$ cat src/rtl/multi_req_gen.sv
// multi_req_gen: multi-channel keyed request generator with round-robin grant.
// Latency: start accepted in cycle t -> req in t+1; last ack at edge k -> done in k+1.
// Backpressure: req/req_key/req_chan hold stable until ack; one request per cycle with ack high.
//
// Ports:
//   clk, rst      : clock, synchronous active-high reset
//   start         : begin a run (sampled only in IDLE)
//   chan_en       : per-channel enable mask, captured with an accepted start
//   req, req_key, req_chan : request valid, key and channel index of the grant
//   ack           : responder accepts the current request
//   busy          : high whenever not IDLE
//   done          : one-cycle pulse at the end of a run
module multi_req_gen #(
  parameter int CHANNELS = 4,
  parameter int KEY_W    = 4,
  parameter int MAX_REQS = 6,
  localparam int CH_W    = $clog2(CHANNELS)
) (
  input  logic                clk,
  input  logic                rst,
  input  logic                start,
  input  logic [CHANNELS-1:0] chan_en,
  output logic                req,
  output logic [KEY_W-1:0]    req_key,
  output logic [CH_W-1:0]     req_chan,
  input  logic                ack,
  output logic                busy,
  output logic                done
);

  localparam int REM_W = $clog2(MAX_REQS + 1);

  typedef enum logic [1:0] {S_IDLE, S_RUN, S_DONE} state_t;

  state_t            state, state_nxt;
  logic [KEY_W-1:0]  key       [CHANNELS];
  logic [REM_W-1:0]  remaining [CHANNELS];
  logic [REM_W-1:0]  rem_after [CHANNELS];
  logic [CH_W-1:0]   grant;
  logic [CH_W-1:0]   first_en;
  logic [CH_W-1:0]   next_grant;
  logic [CH_W-1:0]   cand;
  logic              next_found;
  logic              accept;
  logic              launch;

  assign accept = (state == S_RUN) && ack;
  assign launch = (state == S_IDLE) && start && (chan_en != '0);

  // Lowest enabled channel gets the first grant of a run.
  always_comb begin
    first_en = '0;
    for (int i = CHANNELS - 1; i >= 0; i--) begin
      if (chan_en[i]) first_en = CH_W'(i);
    end
  end

  // Remaining counts as they will be after the current grant is acknowledged.
  always_comb begin
    for (int i = 0; i < CHANNELS; i++) begin
      rem_after[i] = remaining[i];
      if (CH_W'(i) == grant) rem_after[i] = remaining[i] - 1'b1;
    end
  end

  // Search forward from grant+1; scanning offsets downward lets the nearest
  // eligible channel win. Offset CHANNELS is the current channel itself, so it
  // is only picked when no other channel has work left.
  always_comb begin
    next_found = 1'b0;
    next_grant = '0;
    cand       = '0;
    for (int off = CHANNELS; off >= 1; off--) begin
      cand = CH_W'((int'(grant) + off) % CHANNELS);
      if (rem_after[cand] != '0) begin
        next_found = 1'b1;
        next_grant = cand;
      end
    end
  end

  always_ff @(posedge clk) begin
    if (rst) state <= S_IDLE;
    else     state <= state_nxt;
  end

  always_comb begin
    state_nxt = state;
    req       = 1'b0;
    req_key   = '0;
    req_chan  = '0;
    busy      = 1'b0;
    done      = 1'b0;
    case (state)
      S_IDLE: begin
        if (start) state_nxt = (chan_en == '0) ? S_DONE : S_RUN;
      end
      S_RUN: begin
        req      = 1'b1;
        req_key  = key[grant];
        req_chan = grant;
        busy     = 1'b1;
        if (accept && !next_found) state_nxt = S_DONE;
      end
      S_DONE: begin
        busy      = 1'b1;
        done      = 1'b1;
        state_nxt = S_IDLE;
      end
      default: state_nxt = S_IDLE;
    endcase
  end

  // Keys are only cleared by reset so they carry on across runs.
  always_ff @(posedge clk) begin
    if (rst) begin
      grant <= '0;
      for (int i = 0; i < CHANNELS; i++) begin
        key[i]       <= '0;
        remaining[i] <= '0;
      end
    end else if (launch) begin
      grant <= first_en;
      for (int i = 0; i < CHANNELS; i++) begin
        remaining[i] <= chan_en[i] ? REM_W'(MAX_REQS) : '0;
      end
    end else if (accept) begin
      key[grant] <= key[grant] + 1'b1;
      for (int i = 0; i < CHANNELS; i++) begin
        remaining[i] <= rem_after[i];
      end
      if (next_found) grant <= next_grant;
    end
  end

endmodule

$ cat config.mk
export PLATFORM = sky130hd
export DESIGN_NAME = multi_req_gen
export DESIGN_NICKNAME = d
export VERILOG_FILES = /design/src/rtl/multi_req_gen.sv
export SDC_FILE = /design/constraint.sdc
export NUM_CORES = 1
export LEC_CHECK = 0
export ABC_CLOCK_PERIOD_IN_PS = 3500
export BUFFER_PORTS_ARGS = -buffer_cell sky130_fd_sc_hd__buf_2
export CORE_UTILIZATION = 50
export CTS_CLUSTER_DIAMETER = 30
export CTS_CLUSTER_SIZE = 16
export DETAILED_ROUTE_END_ITERATION = 10
export HOLD_SLACK_MARGIN = 0.05
export PLACE_DENSITY = 0.67
export SYNTH_ARGS = -nofsm -noshare
export SYNTH_HDL_FRONTEND = slang
export SYNTH_SLANG_ARGS = --single-unit
export TNS_END_PERCENT = 50
$ cat constraint.sdc
create_clock -name clk -period 3.5 [get_ports clk]
set_input_delay 0.875 -clock clk [delete_from_list [all_inputs] [get_ports clk]]
set_output_delay 0.875 -clock clk [all_outputs]
set_load 0.01 [all_outputs]
==> results of run 1 <==
-- flip-flops by register name (all words and copies together), names as in the netlist, named ones only --
signal and flops:
grant 2, remaining 12, key 16, state 2
-- power by group --
part | total (W) | internal [W] | switching (W)
sequential | 0.000517 | 0.000479 | 0.0000373
combinational | 0.000414 | 0.000172 | 0.000242
clock | 0.000272 | 0.000137 | 0.000136
-- through the flow --
stage | worst slack, ns | util | cell area, µm²
6_report | 0.713 | 0.578 | 2360
5_1_grt | 0.453 | 0.578 | 2360
4_1_cts | 0.736 | 0.578 | 2360
3_5_place_dp | 0.563 | 0.558 | 2280
3_3_place_gp | 0.613 | 0.558 | 2280
2_1_floorplan | 0.781 | - | 2160
-- synthesized netlist by cell type (3+ instances only) --
cell | count | area, µm²
dfxtp_1 | 7 | 140
nand3_1 | 5 | 25.0
clkbuf_1 | 4 | 15.0
ha_1 | 13 | 163
nor4_1 | 5 | 31.3
a41o_1 | 3 | 30.0
o21ai_0 | 11 | 55.1
a41oi_1 | 3 | 26.3
and2_1 | 6 | 37.5
nand2_1 | 27 | 101
a21oi_1 | 6 | 30.0
inv_1 | 16 | 60.1
xnor2_1 | 8 | 70.1
nor2_1 | 21 | 78.8
nor3_1 | 9 | 45.0
edfxtp_1 | 27 | 811
mux4_2 | 4 | 90.1
xor2_1 | 7 | 61.3
-- cell type report --
type	instances	area (µm²)
clock buffer	6	72.6
fill	376	1720
inverter	16	60.1
sequential	34	951
multi-input combinational	158	1110
tap	50	62.6
clock inverter	2	8.76
timing repair buffer	18	95.1
-- worst max path at each step --
stage | endpoint | slack [ns] | cells after the start
after floorplan | key[3][0]$_DFFE_PP_ | 0.78 | 6
after global placement | key[3][0]$_DFFE_PP_ | 0.61 | 6
after detailed placement | key[3][3]$_DFFE_PP_ | 0.56 | 6
after CTS | grant[1]$_SDFFE_PP0P_ | 0.74 | 8
after global routing | grant[1]$_SDFFE_PP0P_ | 0.45 | 8
final | grant[1]$_SDFFE_PP0P_ | 0.71 | 8
-- worst register-to-register path: cells and delay by family (launching register included) --
family / cells / cell delay [ns]
AOI/OAI and AO/OA: 4 / 1.09
DFF: 1 / 0.54
and+or+nand+nor: 2 / 0.47
adders and majority gates: 1 / 0.33
buffers and inverters: 1 / 0.25
-- kinds of logic after synthesis --
group,Yosys count,share of synthesized area
buf+inv,22,0.0452
simple gates,83,0.189
mux,8,0.0614
compound gates,39,0.129
flops,34,0.440
fa+ha+maj,13,0.0753
xor+xnor,15,0.0608
-- routing by layer --
layer / part of all wire / global-route usage / up-vias
li1: - / - / 822
met1: 0.49 / 0.296 / 781
met2: 0.47 / 0.344 / 42
met3: 0.035 / 0.0557 / 6
met4: 0.0099 / 0.0612 / 0
met5: 0 / 0 / -
==> impl_results.md, run 1 <==
* Worst-case clock buffer depth at 2
* Fin crit share at 0.796
* Placed Cells at roughly 280
* Power Total at 0.00120 W
* Reg clk slew, reported paths at 0.07 ns
* Hold Crit Class: reg2reg
* EDFF count, synth at 27
* Crit-path max FO at 10
* R2r setup slk at around 0.71 ns
* Largest net degree at the start of global routing at 18
* Relative slew margins at 0.625
* Final hold vios at 0
* TritonCTS clock tree: built
* TNS Setup at 0 ns
* Crit path cell chain: inv_1 > ha_1 > nor4_1 > a41oi_1 > a211o_1 > a211oi_2 > nor4b_1 > a311o_1
* Ports at 17
* Starting Density at 0.529
* Hold wc startpoint: state[1]$_SDFFE_PP0P_
* Syn nets at approximately 240
* YS warnings at 0
* FP Rows at 23
* ANT nets after route at 0
* Initial antenna violation count at 0
* Critical-path top delay cell: dfxtp_1
* DP HPWL at roughly 3400 µm
* Clk sinks at 34
* Via count at 1651
* Worst-Margin Slew at 0.557 ns
* Post-cts sizing count at 0
* Clock Latency Late Sink at about 0.28 ns
* Outcome: finished, final reports clean
* Root buf cell: clkbuf_8
* Critical R2R Launch: grant[1]$_SDFFE_PP0P_
* CTS Hold Buffers Added at 0
* Crit end category: register
* Hold Path End: state[1]$_SDFFE_PP0P_
* Area Overhead vs Synth at 9.32%
* Iter 0 DRT Violations at 116
* IO buf count at 16
* Finish-stage setup viols at 0
* Die height at 67.7 µm
* Vias per inst at 5.81
* Synthesized area at roughly 2200 µm²
* Routed wire length at 4430 µm
* Most frequent cells in the layout: nand2_1, edfxtp_1, nor2_1, inv_1, buf_2
* Seq/Total Area, Yosys at 0.440
* Die Wd at approximately 68 µm
* H-tree depth at 2
* Layout cell share with drive strength beyond 1 at 0.162
* Syn Area/Cell at roughly 10 µm²
* Top delay family on crit path: compound AO/OA/AOI/OAI gates
* Tot GR Track Use at 0.219
* Clk_skew at 0.00594 ns
* Syn Inst Count at 214
* Async S/R FF share, synth at 0
* Post-CTS Setup Bufs at 0
* Crit path from: grant[1]$_SDFFE_PP0P_
* Final hold slack at 0.531 ns
* Gp weighted congestion at 0.934
* Req. time, crit path at 3.67 ns
* Overflow after GRT at 0
* WP data arrival at a little under 3 ns
* Max Clk Rate at roughly 360 MHz
* Drt first pass iters at 5
* Worst Setup Path Type: reg2reg
* Slew Viols, Final at 0
* PwrDens at slightly above 500 nW/µm²
* Area of the core at 4090 µm²
* Unrepaired setup endpoints after global routing: no
* Inserted Clock Buffers at 5
* Vias in the first global route at 1479
* # Max-Cap Violations at 0
* Worst path bufs/invs at 1
* Yosys reg bits at 34
* Final net count at 254
* N_diodes at 0
* DR WL/cell at 15.6 µm
* Largest stage delay on the critical path at roughly 0.54 ns
* Unique masters post-synth at between 40 and 50
* Synth Flop Type: edfxtp_1
* Static leakage at 0.937 nW
* Global-route wire length before repair at 7160 µm
* WHS Path Cells at 2
* Worst setup SP type: register
* Crit path time final at 2.79 ns
* Die area at 4590 µm²
* R2R cell count at 8
* Peak VDD IR at 0.270 mV
* DR DRC count at 0
* Post-route insts no fill at 284
* Reg2reg end: grant[1]$_SDFFE_PP0P_
(Power assumes the default switching activity.)
==> run 2: changes to the inputs <==
--- a/config.mk
+++ b/config.mk
@@ -5,14 +5,14 @@
 export SDC_FILE = /design/constraint.sdc
 export NUM_CORES = 1
 export LEC_CHECK = 0
-export ABC_CLOCK_PERIOD_IN_PS = 3500
+export ABC_CLOCK_PERIOD_IN_PS = 2400
 export BUFFER_PORTS_ARGS = -buffer_cell sky130_fd_sc_hd__buf_2
 export CORE_UTILIZATION = 50
 export CTS_CLUSTER_DIAMETER = 30
 export CTS_CLUSTER_SIZE = 16
 export DETAILED_ROUTE_END_ITERATION = 10
 export HOLD_SLACK_MARGIN = 0.05
-export PLACE_DENSITY = 0.67
+export PLACE_DENSITY = 0.7
 export SYNTH_ARGS = -nofsm -noshare
 export SYNTH_HDL_FRONTEND = slang
 export SYNTH_SLANG_ARGS = --single-unit
==> constraint.sdc (replaced) <==
create_clock -name clk -period 2.4 [get_ports clk]
set_input_delay 0.6 -clock clk [delete_from_list [all_inputs] [get_ports clk]]
set_output_delay 0.6 -clock clk [all_outputs]
set_load 0.01 [all_outputs]
==> run 2 against run 1 <==
Via count increased by 9.2%. Sequential power increased by 46%. Cell count up 8.5%. Largest cell class unchanged.
==> impl_results.md, run 2 (synthesis gave the netlist of run 1 again) <==
* Power Total at 0.00214 W
* # Max-Cap Violations at 0
* Hold Path End: state[1]$_SDFFE_PP0P_
* Crit-path max FO at 5
* ANT nets after route at 0
* Clock power share at 0.291
* Via count at between 1500 and 2000
* PwrDens at 798 nW/µm²
* Iter 0 DRT Violations at 98
* Worst Setup Path Type: reg2reg
* Die area at between 4000 and 5000 µm²
* Outcome: finished, final reports clean
* Slew Viols, Final at 0
* Vias per inst at between 5 and 6
* Drt first pass iters at 4
* Largest net degree at the start of global routing at 18
* Most flops, register: key
* Ports at 17
* Post-Place Setup Slack at -0.0315 ns
* Relative slew margins at 0.715
* Max Clk Rate at 430 MHz
* Reg2reg end: grant[0]$_SDFFE_PP0P_
* P_int at 0.00146 W
* DP HPWL at about 3600 µm
* Req. time, crit path at 2.59 ns
* Switching share of power at 0.318
* R2r setup slk at about 0.072 ns
* Largest stage delay on the critical path at 0.44 ns
* Die Wd at approximately 68 µm
* Peak VDD IR at 0.583 mV
* Most frequent cells in the layout: nand2_1, edfxtp_1, buf_4, nor2_1, buf_2
* IO buf count at 16
* Worst setup SP type: register
* Layout cell share with drive strength beyond 1 at 0.302
* DR WL/cell at 16.1 µm
* Final hold slack at roughly 0.57 ns
* Crit path cell chain: inv_2 > ha_2 > xor2_1 > or4_4 > a211o_1 > a211oi_2 > buf_4 > o21ai_1 > a221oi_1
* Max reg flops at 16
* Gp weighted congestion at 0.827
* Seq pwr share at 0.352
* Clock Latency Late Sink at around 0.29 ns
* DR DRC count at 0
* Worst-case clock buffer depth at 2
* Area of the core at 4090 µm²
* Starting Density at 0.529
* Dpl cell area at 2460 µm²
* Vias in the first global route at 1683
* H-tree depth at 2
* Crit end category: register
* Util after Layout at 0.657
* FP Rows at 23
* Final net count at 278
* N_diodes at 0
* Largest regs: key x16, remaining x12
* TritonCTS clock tree: built
* Hold wc startpoint: state[1]$_SDFFE_PP0P_
* Fin area at 2690 µm²
* Clk sinks at 34
* Hold Crit Class: reg2reg
* Worst-Margin Slew at 0.426 ns
* Routed wire length at 4940 µm
* Final hold vios at 0
* WHS Path Cells at 2
* Worst path bufs/invs at 2
* Area Overhead vs Synth at 24.3%
* Critical-path top delay cell: or4_4
* Critical R2R Launch: grant[0]$_SDFFE_PP0P_
* Reg clk slew, reported paths at 0.07 ns
* Sw power at 0.000680 W
* Comb pwr share at 0.357
* Finish-stage setup viols at 0
* Inserted Clock Buffers at 5
* Die height at 67.7 µm
* Top delay family on crit path: compound AO/OA/AOI/OAI gates
* Global-route wire length before repair at ~8000 µm
* Root buf cell: clkbuf_8
* Static leakage at 1.08 nW
* Overflow after GRT at 0
* Crit path time final at 2.33 ns
* Initial antenna violation count at 0
* Post-route setup slack at 0.0725 ns
* Fin crit share at 0.970
* WP data arrival at ~2.5 ns
* Unrepaired setup endpoints after global routing: yes
* R2R cell count at 9
* Tot GR Track Use at 0.245
* Clk_skew at 0.00410 ns
==> run 2: cell count changes in the layout (fill, tap and decap cells not counted), moves of 2 or more <==
cell | previous run | this run
buf_4 | 2 | 26
nor4_1 | 5 | 0
ha_1 | 13 | 9
ha_2 | 0 | 4
nor4_4 | 0 | 3
bufinv_16 | 0 | 2
dfxtp_1 | 7 | 5
dfxtp_2 | 0 | 2
nor4_2 | 0 | 2
==> run 2: tightest hold or removal path, cell delays in order, from the launching register on <==
cell and delay (ns):
dfxtp_1 0.33, a21oi_1 0.13, nor3_1 0.06
==> run 2: worst max path at each step <==
stage	start	end	cells after the start
after detailed placement	chan_en[0]	key[1][3]$_SDFFCE_PN0P_	7
final	grant[0]$_SDFFE_PP0P_	grant[0]$_SDFFE_PP0P_	9
after CTS	grant[0]$_SDFFE_PP0P_	grant[0]$_SDFFE_PP0P_	9
after global placement	grant[0]$_SDFFE_PP0P_	register	9
after floorplan	chan_en[0]	key[3][0]$_DFFE_PP_	6
after global routing	grant[0]$_SDFFE_PP0P_	grant[0]$_SDFFE_PP0P_	9
==> run 2: layer usage <==
metal,global-route usage,up-vias,wire length [µm]
met4,0.0824,0,69
met5,0,-,0
met1,0.323,856,2150
met3,0.0473,5,330
li1,-,870,-
met2,0.397,72,2400
==> run 2: area by class of cell <==
type | count | area (µm²)
fillers | 341 | 1400
multi-input cells | 158 | 1200
flip-flops and latches | 34 | 953
repair buffers | 42 | 275
clock buffers | 5 | 68.8
clock inverters | 3 | 63.8
well taps | 50 | 62.6
inverters | 16 | 60.1
==> run 2: power by group through the flow <==
| stage | registers (W) | logic, W | clock network (W) |
|---|---|---|---|
| 2_1_floorplan | 0.000753 | 0.000466 | 0 |
| 3_3_place_gp | 0.000754 | 0.000681 | 0 |
| 3_5_place_dp | 0.000757 | 0.000684 | 0 |
| 4_1_cts | 0.000749 | 0.000709 | 0.000628 |
| 5_1_grt | 0.000761 | 0.000841 | 0.000650 |
| 6_report | 0.000754 | 0.000765 | 0.000623 |
==> run 2: repair_timing <==
item	CTS	global route
pin swaps	2	3
endpoints found under the setup margin	3	5
buffers inserted	0	0
gates resized for setup	6	12
cloned	0	0
hold buffers	0	0
==> run 2: metrics by stage <==
stage          instances  TNS (ns)
2_1_floorplan        214         0
3_3_place_gp         300         0
3_5_place_dp         300    -0.165
4_1_cts              308         0
5_1_grt              308  -0.00477
6_report             308         0
==> run 3: changes to the inputs <==
--- a/config.mk
+++ b/config.mk
@@ -5,6 +5,7 @@
 export SDC_FILE = /design/constraint.sdc
 export NUM_CORES = 1
 export LEC_CHECK = 0
+export ABC_AREA = 1
 export ABC_CLOCK_PERIOD_IN_PS = 2400
 export BUFFER_PORTS_ARGS = -buffer_cell sky130_fd_sc_hd__buf_2
 export CORE_UTILIZATION = 50
@@ -13,6 +14,7 @@
 export DETAILED_ROUTE_END_ITERATION = 10
 export HOLD_SLACK_MARGIN = 0.05
 export PLACE_DENSITY = 0.7
+export SLEW_MARGIN = 15
 export SYNTH_ARGS = -nofsm -noshare
 export SYNTH_HDL_FRONTEND = slang
 export SYNTH_SLANG_ARGS = --single-unit
==> run 3 against run 2 <==
Sequential share of layout area up 0.39 points. Final area down 1.4%. Synthesized area rose by 10%. Die area rose by 9.7%. Highest routed layer unchanged. Critical path depth is 4 lower. Global-route usage is 0.18 points higher. Clock skew rose by 0.0059 ns. Critical endpoint is now req_key[0].
==> impl_results.md, run 3 <==
* TritonCTS clock tree: built
* Critical-path top delay cell: dfxtp_1
* Worst setup SP type: register
* Crit end category: primary output
* Tot GR Track Use at 0.246
* EDFF count, synth at 27
* Largest stage delay on the critical path at 0.53 ns
* Yosys top cell area share at 0.341
* P_int at 0.00137 W
* Final hold vios at 0
* Gp weighted congestion at 0.887
* TNS Setup at 0 ns
* Peak VDD IR at 0.488 mV
* Ports at 17
* Async S/R FF share, synth at 0
* Iter 0 DRT Violations at 183
* Via count at ~2200
* Top-count cell post-synth: nand2_1
* Sw power at 0.00100 W
* Clock power share at 0.216
* Post-CTS Setup Bufs at 0
* Drt first pass iters at 5
* Syn Inst Count at 325
* Relative slew margins at 0.715
* Hold Crit Class: reg2reg
* Comb pwr share at 0.467
* DR WL/cell at approximately 14 µm
* Largest net degree at the start of global routing at 16
* Unique masters post-synth at 29
* Fin crit share at 0.931
* Req. time, crit path at 1.80 ns
* Worst-case clock buffer depth at 2
* Reg clk slew, reported paths at 0.06 ns
* N_diodes at 0
* Max reg flops at 16
* Overflow after GRT at 0
* Synthesized area at roughly 2400 µm²
* Synth area leader: edfxtp_1
* WP data arrival at approximately 1.6 ns
* Vias per inst at 5.34
* Syn nets at 346
* PwrDens at 895 nW/µm²
* DR DRC count at 0
* Crit path time final at 2.23 ns
* Initial antenna violation count at 0
* Area Overhead vs Synth at 11.4%
* Root buf cell: clkbuf_8
* Largest cells by area after synthesis: edfxtp_1, nand2_1, ha_1, inv_1, nor2_1
* Final net count at 371
* Syn Area/Cell at 7.31 µm²
* Layout cell share with drive strength beyond 1 at 0.140
* Vias in the first global route at about 2100
* Inserted Clock Buffers at 5
* Post-Place Setup Slack at 0.204 ns
* # Max-Cap Violations at 0
* Slew Viols, Final at 0
* Post-cts sizing count at 0
* Crit path cell chain: nand2_1 > a32oi_4 > inv_1 > nor2_1 > buf_2
* DP HPWL at 4400 µm
* ANT nets after route at 0
* Yosys reg bits at 34
* Outcome: finished, final reports clean
* Clock Latency Late Sink at 0.28 ns
* Global-route wire length before repair at 9700 µm
* Crit-path max FO at 9
* Seq pwr share at 0.318
* Synth Flop Type: edfxtp_1
* Unrepaired setup endpoints after global routing: no
* IO buf count at 16
* Seq/Total Area, Yosys at 0.400
* Worst-Margin Slew at 0.426 ns
* Filler Cell Count at ~420
* Most flops, register: key
* Post-route setup slack at 0.166 ns
* Most common cell after layout, fill and taps aside: nand2_1
* CTS Hold Buffers Added at 0
* R2R cell count at 5
* YS warnings at 0
* Most frequent cells in the layout: nand2_1, inv_1, nor2_1, nand3_1, edfxtp_1
* Die Wd at 71.0 µm
* Hold wc startpoint: state[0]$_SDFFE_PP0P_
* FP Rows at 24
* Switching share of power at 0.422
* Clk_skew at 0.0100 ns
* Clk sinks at 34
* Routed wire length at 5510 µm
* Finish-stage setup viols at 0
* Die area at ~5000 µm²
* WHS Path Cells at 2
* Starting Density at 0.531
* Worst Setup Path Type: reg2out
* H-tree depth at 2
* Static leakage at 1.31 nW
* Largest regs: key x16, remaining x12
* Area of the core at about 4500 µm²
* Most instantiated cells after synthesis: nand2_1, inv_1, nor2_1, nand3_1, edfxtp_1
* Max Clk Rate at 448 MHz
* Die height at 71.0 µm
run 3: power by group through the flow:
stage,logic (W),registers (W),clock network (W)
2_1_floorplan,0.000838,0.000758,0
3_3_place_gp,0.00107,0.000766,0
3_5_place_dp,0.00109,0.000766,0
4_1_cts,0.00110,0.000753,0.000517
5_1_grt,0.00126,0.000764,0.000542
6_report,0.00111,0.000753,0.000511
run 3: logic make-up after synthesis:
logic type / Yosys count / share of synthesized area
buffers and inverters: 53 / 0.0921
AOI/OAI and AO/OA: 25 / 0.0726
xor gates and xnor gates: 1 / 0.00368
and+or+nand+nor: 199 / 0.363
DFF: 34 / 0.400
adders and majority gates: 13 / 0.0684
run 3: per-layer routing:
| layer | part of all wire | vias to the layer above | global-route usage |
|---|---|---|---|
| li1 | - | 1104 | - |
| met1 | 0.48 | 977 | 0.334 |
| met2 | 0.45 | 64 | 0.408 |
| met3 | 0.054 | 6 | 0.0427 |
| met4 | 0.013 | 0 | 0.0689 |
| met5 | 0 | - | 0 |
run 3: path summary, 6_finish.rpt:
kind,endpoint,slack [ns]
setup / recovery,req_key[0],0.17
hold / removal,state[0]$_SDFFE_PP0P_,0.49
setup reg to reg,key[1][2]$_SDFFCE_PN0P_,0.36
hold reg to reg,state[0]$_SDFFE_PP0P_,0.49
run 3: final cells by class:
| type | instances | area, µm² | area share |
|---|---|---|---|
| Timing Repair Buffer | 23 | 133 | 0.0501 |
| Inverter | 48 | 181 | 0.0685 |
| Sequential cell | 34 | 951 | 0.359 |
| Multi-Input combinational cell | 238 | 1210 | 0.456 |
| Clock buffer | 8 | 111 | 0.0420 |
| Tap cell | 52 | 65.1 | 0.0246 |
run 3: stage by stage:
step / util / hold WS (ns) / area [µm²] / std cells / total power [W]
after floorplan: - / 0.460 / 2380 / 325 / 0.00160
after global placement: 0.567 / 0.482 / 2540 / 395 / 0.00184
after detailed placement: 0.567 / 0.485 / 2540 / 395 / 0.00186
after CTS: 0.592 / 0.495 / 2650 / 403 / 0.00237
after global routing: 0.592 / 0.520 / 2650 / 403 / 0.00257
final: 0.592 / 0.491 / 2650 / 403 / 0.00237
run 3: worst max-delay path: cells and delay by family, from the launching register on:
kind            cells  cell delay [ns]
flops               1             0.53
compound gates      1             0.38
buf+inv             2             0.20
simple gates        2             0.24
